$ cat config.mk
export PLATFORM = sky130hd
export DESIGN_NAME = div_iter_flat
export DESIGN_NICKNAME = d
export VERILOG_FILES = /design/src/rtl/div_iter_if.sv /design/src/rtl/div_iter.sv /design/src/flat_wrapper.sv
export SDC_FILE = /design/constraint.sdc
export NUM_CORES = 1
export LEC_CHECK = 0
export ABC_AREA = 1
export CAP_MARGIN = 0
export CORE_MARGIN = 2
export CORE_UTILIZATION = 35
export DETAILED_ROUTE_END_ITERATION = 10
export PLACE_DENSITY = 0.65
export SLEW_MARGIN = 10
export SYNTH_ARGS = -nofsm -noshare
export SYNTH_HDL_FRONTEND = slang
export SYNTH_SLANG_ARGS = --single-unit
$ cat constraint.sdc
create_clock -name clk -period 2.1 [get_ports clk]
set_input_delay 0.42 -clock clk [delete_from_list [all_inputs] [get_ports clk]]
set_output_delay 0.42 -clock clk [all_outputs]
set_load 0.02 [all_outputs]
$ cat src/rtl/div_iter_if.sv
// Request/result bundle between the execution core (master) and the iterative divider (slave).
// The core drives the operands and start; the divider returns status and results.
interface div_iter_if #(
   parameter int WIDTH = 64
);
   logic             start;
   logic             is_signed;
   logic [WIDTH-1:0] a;
   logic [WIDTH-1:0] b;
   logic             busy;
   logic             done;
   logic [WIDTH-1:0] quotient;
   logic [WIDTH-1:0] remainder;
   logic             div_by_zero;

   modport master (
      output start, is_signed, a, b,
      input  busy, done, quotient, remainder, div_by_zero
   );

   modport slave (
      input  start, is_signed, a, b,
      output busy, done, quotient, remainder, div_by_zero
   );
endinterface

$ cat src/rtl/div_iter.sv
// Restoring radix-2 divider producing one quotient bit per clock, with signed/unsigned modes
// and single-cycle fast paths for divide-by-zero and signed MIN / -1 overflow.
module div_iter #(
   parameter int WIDTH = 64
) (
   input  logic       clk,
   input  logic       rst,
   div_iter_if.slave  bus
);
   localparam int CNT_W = $clog2(WIDTH + 1);
   localparam logic [WIDTH-1:0] MIN_VAL = {1'b1, {(WIDTH-1){1'b0}}};

   typedef enum logic [1:0] {
      S_IDLE  = 2'd0,
      S_CALC  = 2'd1,
      S_FIXUP = 2'd2,
      S_DONE  = 2'd3
   } state_t;

   state_t           r_state;
   state_t           w_state_next;

   logic [CNT_W-1:0] r_cnt;
   logic [WIDTH-1:0] r_rem;
   logic [WIDTH-1:0] r_dvd;
   logic [WIDTH-1:0] r_dvs;
   logic             r_neg_q;
   logic             r_neg_r;
   logic [WIDTH-1:0] r_quot;
   logic [WIDTH-1:0] r_remd;
   logic             r_dbz;

   logic             w_busy;
   logic             w_done;
   logic             w_a_neg;
   logic             w_b_neg;
   logic [WIDTH-1:0] w_a_mag;
   logic [WIDTH-1:0] w_b_mag;
   logic             w_b_zero;
   logic             w_ovf;
   logic             w_fast;
   logic [WIDTH:0]   w_shift;
   logic [WIDTH+1:0] w_diff;
   logic             w_ge;

   // Operand decode, only meaningful while start is sampled in IDLE
   assign w_a_neg  = bus.is_signed & bus.a[WIDTH-1];
   assign w_b_neg  = bus.is_signed & bus.b[WIDTH-1];
   assign w_a_mag  = w_a_neg ? (~bus.a + 1'b1) : bus.a;
   assign w_b_mag  = w_b_neg ? (~bus.b + 1'b1) : bus.b;
   assign w_b_zero = (bus.b == '0);
   assign w_ovf    = bus.is_signed && (bus.a == MIN_VAL) && (bus.b == '1);
   assign w_fast   = w_b_zero | w_ovf;

   // Trial subtraction; the extra top bit is the borrow so no magnitude bit is lost
   assign w_shift = {r_rem, r_dvd[WIDTH-1]};
   assign w_diff  = {1'b0, w_shift} - {2'b00, r_dvs};
   assign w_ge    = ~w_diff[WIDTH+1];

   // State register
   always_ff @(posedge clk) begin
      if (rst) begin
         r_state <= S_IDLE;
      end else begin
         r_state <= w_state_next;
      end
   end

   // Next-state logic
   always_comb begin
      w_state_next = r_state;
      case (r_state)
         S_IDLE: begin
            if (bus.start) begin
               w_state_next = w_fast ? S_DONE : S_CALC;
            end
         end
         S_CALC: begin
            if (r_cnt == CNT_W'(1)) begin
               w_state_next = S_FIXUP;
            end
         end
         S_FIXUP: w_state_next = S_DONE;
         S_DONE:  w_state_next = S_IDLE;
         default: w_state_next = S_IDLE;
      endcase
   end

   // Status outputs decoded from state
   always_comb begin
      w_busy = 1'b0;
      w_done = 1'b0;
      case (r_state)
         S_CALC:  w_busy = 1'b1;
         S_FIXUP: w_busy = 1'b1;
         S_DONE:  w_done = 1'b1;
         default: ;
      endcase
   end

   // Datapath and result registers
   always_ff @(posedge clk) begin
      if (rst) begin
         r_cnt   <= '0;
         r_rem   <= '0;
         r_dvd   <= '0;
         r_dvs   <= '0;
         r_neg_q <= 1'b0;
         r_neg_r <= 1'b0;
         r_quot  <= '0;
         r_remd  <= '0;
         r_dbz   <= 1'b0;
      end else begin
         case (r_state)
            S_IDLE: begin
               if (bus.start) begin
                  r_neg_q <= w_a_neg ^ w_b_neg;
                  r_neg_r <= w_a_neg;
                  r_dvd   <= w_a_mag;
                  r_dvs   <= w_b_mag;
                  r_rem   <= '0;
                  r_cnt   <= CNT_W'(WIDTH);
                  // Fast paths load the results directly on entry to DONE
                  if (w_b_zero) begin
                     r_quot <= '0;
                     r_remd <= bus.a;
                     r_dbz  <= 1'b1;
                  end else if (w_ovf) begin
                     r_quot <= bus.a;
                     r_remd <= '0;
                     r_dbz  <= 1'b0;
                  end
               end
            end
            S_CALC: begin
               r_rem <= w_ge ? w_diff[WIDTH-1:0] : w_shift[WIDTH-1:0];
               r_dvd <= {r_dvd[WIDTH-2:0], w_ge};
               r_cnt <= r_cnt - 1'b1;
            end
            S_FIXUP: begin
               r_quot <= r_neg_q ? (~r_dvd + 1'b1) : r_dvd;
               r_remd <= r_neg_r ? (~r_rem + 1'b1) : r_rem;
               r_dbz  <= 1'b0;
            end
            default: ;
         endcase
      end
   end

   assign bus.busy        = w_busy;
   assign bus.done        = w_done;
   assign bus.quotient    = r_quot;
   assign bus.remainder   = r_remd;
   assign bus.div_by_zero = r_dbz;
endmodule

$ cat src/flat_wrapper.sv
// flat-port wrapper written by rule: the top's interface ports become plain ports
module div_iter_flat 
#(
   parameter int WIDTH = 64
)
  (clk, rst, bus_start, bus_is_signed, bus_a, bus_b, bus_busy, bus_done, bus_quotient, bus_remainder, bus_div_by_zero);
  div_iter_if #(.WIDTH(WIDTH)) bus_i ();
  input  logic clk;
  input  logic rst;
  input wire logic [$bits(bus_i.start)-1:0] bus_start;
  input wire logic [$bits(bus_i.is_signed)-1:0] bus_is_signed;
  input wire logic [$bits(bus_i.a)-1:0] bus_a;
  input wire logic [$bits(bus_i.b)-1:0] bus_b;
  output wire logic [$bits(bus_i.busy)-1:0] bus_busy;
  output wire logic [$bits(bus_i.done)-1:0] bus_done;
  output wire logic [$bits(bus_i.quotient)-1:0] bus_quotient;
  output wire logic [$bits(bus_i.remainder)-1:0] bus_remainder;
  output wire logic [$bits(bus_i.div_by_zero)-1:0] bus_div_by_zero;
  assign bus_i.start = bus_start;
  assign bus_i.is_signed = bus_is_signed;
  assign bus_i.a = bus_a;
  assign bus_i.b = bus_b;
  assign bus_busy = bus_i.busy;
  assign bus_done = bus_i.done;
  assign bus_quotient = bus_i.quotient;
  assign bus_remainder = bus_i.remainder;
  assign bus_div_by_zero = bus_i.div_by_zero;
  div_iter #(.WIDTH(WIDTH)) u_core (.clk(clk), .rst(rst), .bus(bus_i));
endmodule
---- After elaboration in Yosys (flattened, before gate mapping) ----
Cells that the tools add are included.
word-level totals
  bits in registers ....................... 332
  latch bits .............................. 0
  memory bits (writable) .................. 0
  memory bits (read-only) ................. 0
  input bits .............................. 132
  logic and storage cells ................. 74
  memories kept ........................... 0
operators by class
  add/subtract/negate cells ............... 6
  multipliers ............................. 0
  divide/modulo/power cells ............... 0
  order comparisons ....................... 0
  equal/unequal tests ..................... 9
  shift-type cells ........................ 0
  muxes and demuxes ....................... 29
  bitwise operators ....................... 9
  reductions and logical operators ........ 11
operators with widths
  cell                     number
  $mux W64                 13
  $pmux W64 S2             4
  $add A64 B1 Y64 const B  4
  $not A64 Y64             4
  $eq A64 B64 Y1 const B   2
  $sub A65 B64 Y66         1
  $logic_not A64 Y1        1
  $pmux W7 S2              1
  $pmux W2 S4              1
  $eq A7 B1 Y1 const B     1
  $mux W7                  1
  $sub A7 B1 Y7 const B    1
  $mux W2                  3
  $reduce_and A2 Y1        3
  $mux W1                  5
  $eq A2 B2 Y1 const B     2
  $reduce_bool A2 Y1       2
  $ne A3 B1 Y1 const B     1
  $reduce_and A3 Y1        1
  $and A1 B1 Y1            2
  $eq A2 B1 Y1 const B     1
  $logic_and A1 B1 Y1      2
  $logic_not A2 Y1         1
  $ne A2 B1 Y1 const B     1
  6 further kinds          6

---- Longest topological paths before layout ----
Gate-level depths: netlist of run 1.
  word-level depth ........................ 7
  gate-level depth with buffers ........... 19
  mapped depth without buffers ............ 18

---- Worst setup path after synthesis of run 1 ----
Ideal clock, no wire load.
  path kind ............................... reg-to-reg
  start point ............................. register u_core.r_rem[55]
  end point ............................... register u_core.r_rem[26]
  library setup time ...................... 0.132 ns
  arrival ................................. 2.013 ns
  path slack .............................. -0.045 ns
  cell stages (with the launch flop) ...... 14
  buffers on the path ..................... 2
  cell sequence ........................... dfxtp_1 -> ha_1 -> nand2_1 -> inv_1 -> nand2_1 -> nand3_1 -> o21ai_0 -> nand2_1 -> nor2_2 -> buf_2 -> buf_4 -> nand3b_1 -> nand3_1 -> a21oi_1
on the way
  longest elaborated chain between the ends .. 3
RTL lines
  item                    RTL line         text
  from (decl)             div_iter.sv:24   logic [WIDTH-1:0] r_rem;
  from (signal assigned)  div_iter.sv:136  r_rem <= w_ge ? w_diff[WIDTH-1:0] : w_shift[WIDTH-1:0];
  $sub A65 B64 Y66        div_iter.sv:57   assign w_diff = {1'b0, w_shift} - {2'b00, r_dvs};
  $mux W64                div_iter.sv:136
  $pmux W64 S2            div_iter.sv:114  case (r_state)
Every way passes these cells.
A chain may end at the register's enable or synchronous reset.

---- Final worst setup path of run 1 ----
  start point ............................. register u_core.r_dvs[4]
  end point ............................... register u_core.r_rem[30]
on the way
  longest elaborated chain between the ends .. 3
RTL lines
  item                    RTL line         text
  from (decl)             div_iter.sv:26   logic [WIDTH-1:0] r_dvs;
  from (signal assigned)  div_iter.sv:120  r_dvs <= w_b_mag;
  $sub A65 B64 Y66        div_iter.sv:57
  $mux W64                div_iter.sv:136
  $pmux W64 S2            div_iter.sv:114
Every way passes these cells.

==> qor.txt, run 1 <==
outcome = finished with violations
failing checks = negative setup slack
Synth Cell Area = 0.0301 mm²
startpoint types = flop
Worst-Margin Slew = 0.663 ns
Seq pwr share = 18.6%
final cycle utilization of the critical path = 123%
Max-cap violations = 0
critical-path maximum fanout = 7
EDFF count, synth = 0
antenna violations before repair = 1
Area contributors post-synth = dfxtp_1, nand2_1, inv_1
Peak VDD IR = 0.918 mV
HPWL after DPL = 123000 µm
DRT iter0 DRCs = 4803
TritonCTS buffer count = 43
Pwr Density = 1050 mW/mm²
Routed Antenna Nets = 0
FFs w/ async S/R, synth = 0%
switch share = 47.5%
gpl congestion = 1.08
Final nets = 7064
clk root buf = clkbuf_16
Hold Fails Final Rpt = 0
crit end category = flop
Seq cells post-synth = 332
Starting Density = 35.3%
main flop type after synthesis = dfxtp_1
clock network fraction of design power = 14.8%
HP Class = input port to flop
Crit Path Category = flop to flop
Ys Warns = 0
# setup viols final = 107
clk sinks = 332
CP arrival = 3.02 ns
Final Worst Setup Slack = -0.492 ns
die outline height = 297 µm
Setup TNS Final = -31.75 ns
post-synthesis cell type count = 50
cell taking the most area after synthesis = dfxtp_1
drt drc = 0
GRT Max-Usage Layer = met2
worst skew pair latency = 0.61 ns
met2 Usage GRT = 49.6%
Worst-path clk slew = 0.06 ns
aggregate routed wire length = 159000 µm
M1 GR Usage = 46.2%
std cell rows = 107
slew margin rel. = 55.8%
Syn Nets = 5659
vias in the first global route = 37800
first-pass GRT wire length = 228000 µm
placed inst area = 0.0426 mm²
Final Slew Violations = 0
clock skew = 0.0373 ns
Core Area = 0.0853 mm²
Max Freq = 386 MHz
minimum clock period = 2.59 ns
Mapped Cells = 5451
Max Root-Sink Buffers = 3
Die W = 297 µm
P_int = 27.4 mW
H-Tree Depth = 2
P&R area growth vs syn = 64.5%
Seq/Total Area, Yosys = 22.1%
RSZ-0062 raised after global routing = true
final instance area = 0.0496 mm²
drt pass-1 iters = 6
Yosys top cell area share = 22.1%
sw power = 24.8 mW
syn avg cell area = 5.53 µm²
GR Overflow Total = 0
CTS tree = done
Tot GR Track Use = 33.5%
largest net degree at the start of global routing = 114
routed via count = 41900
Leak = 24.8 nW
fin util = 58.1%
Comb pwr share = 66.6%
Die ar. = 0.0884 mm²
CP required = 2.53 ns
Routed wire per std cell = 19.8 µm
grt met3 use = 8.12%
I/O pin total = 263
port bufs = 262
fraction of layout cells with a size suffix above 1 = 34.3%
vias per cell = 5.21
## worst paths after layout
check | endpoint | cells after the start | slack [ns] | startpoint
worst max-delay path | u_core.r_rem[30] | 17 | -0.49 | u_core.r_dvs[4]
worst min-delay path | u_core.r_rem[55] | 2 | 0.09 | rst
worst max register to register | u_core.r_rem[30] | 17 | -0.49 | u_core.r_dvs[4]
worst min register to register | u_core.bus.remainder[21] | 2 | 0.47 | u_core.bus.remainder[21]
## power groups by stage
stage | Clock (mW) | Sequential, mW | Combinational, mW
global placement | 0 | 9.68 | 28.5
CTS | 7.74 | 9.59 | 31.4
finish | 7.72 | 9.71 | 34.8
floorplan | 0 | 10.5 | 13.3
detailed placement | 0 | 9.66 | 28.7
global route | 8.00 | 9.88 | 37.0
## synth_stat cells, drive strengths merged, types with 16 or more instances
cell type  count
o31ai         20
a31oi         56
o22ai         40
o21ai        273
or2           16
nor4          17
nand3b        26
nand2       1709
ha            75
inv          825
buf           86
xor2          53
a21oi        329
nor2         712
nand4         94
dfxtp        332
nor3          93
nand3        491
clkbuf       120
xnor2         36
## metrics by stage
step	hold WS, ns	setup slack (ns)	instances	power, mW
6_report	0.0865	-0.492	8033	52.2
5_1_grt	0.101	-0.586	8033	54.8
4_1_cts	0.0855	-0.401	7969	48.7
3_5_place_dp	0.459	-1.01	7826	38.4
3_3_place_gp	0.453	-1.04	7826	38.2
2_1_floorplan	0.445	0.00316	5451	23.8
## metal layers
layer | part of all wire [%] | up-vias
met2 | 42 | 2076
met3 | 11 | 364
met1 | 43 | 19300
met5 | 0 | -
li1 | - | 20200
met4 | 4.8 | 0
## what timing repair did
action / CTS / global route
hold buffers: 0 / 0
pin swaps: 96 / 278
cloned: 15 / 5
endpoints found under the setup margin: 234 / 275
buffers inserted: 56 / 72
resized for setup: 582 / 753
## sequential cells by signal, summed over array words and instances, names as in the netlist
register,flops
u_core.bus.div_by_zero,1
u_core.bus.quotient,64
u_core.bus.remainder,64
u_core.r_cnt,7
u_core.r_dvd,64
u_core.r_dvs,64
u_core.r_neg_q,1
u_core.r_neg_r,1
u_core.r_rem,64
u_core.r_state,2
## worst max-delay path, cell delays in order (launching register included)
cell and delay, ns:
dfxtp_2 0.35, clkinvlp_4 0.27, ha_4 0.41, nand2_4 0.06, nor2_2 0.10, nand3_1 0.10
nand3_2 0.11, nand2_2 0.07, nand2_4 0.09, nand2_4 0.07, nand2_4 0.09, nand2_8 0.07
nand2_8 0.09, buf_12 0.16, buf_12 0.14, nand2_1 0.07, nand3_1 0.10, a21oi_1 0.08
## cells by family after synthesis
kind of cell / count (synthesis) / share of synthesized area (%)
fa+ha+maj: 76 / 3.18
xor+xnor: 89 / 2.59
flops: 332 / 22.1
compound gates: 746 / 13.3
simple gates: 3174 / 44.9
buf+inv: 1034 / 13.9
## cell usage in the layout, fill, tap and decap left out, drive strengths merged, types with 2 or more instances in the layout
master         instances
nand3b                26
o21a                   3
ha                    75
a31oi                 56
bufbuf                 3
and3                   4
dfxtp                332
or2                   16
and2                   8
nand2               1710
o21ai                273
clkinv                14
clkbuf                66
clkdlybuf4s50        131
xnor2                 36
dlymetal6s2s          33
nand3                491
nand4                 94
inv                  819
nor3                  93
clkdlybuf4s15          4
o31ai                 20
o21bai                 4
xor2                  53
buf                 1300
bufinv                 3
nor2                 712
o211ai                13
o221ai                 5
dlygate4sd2           86
nor4                  17
nor3b                  4
o32ai                  2
o22ai                 40
clkinvlp              11
a21oi                329
## final cells by class
class                      instances  area [µm²]
fill                            8241       35700
clock inverter                    19         214
clock buffer                      58        1220
antenna                            1        2.50
tap                             1144        1430
timing repair buffer            1565       13700
sequential                       332        6720
inverter                         828        3200
multi-input combinational       4086       23100
No activity file was read; power rests on OpenSTA's default activity.
==> run 2: changes to the inputs <==
Settings changed: CTS_CLUSTER_DIAMETER set to 200.
==> results of run 2 <==
The final DEF is identical to that of run 1; final timing and power are the same.
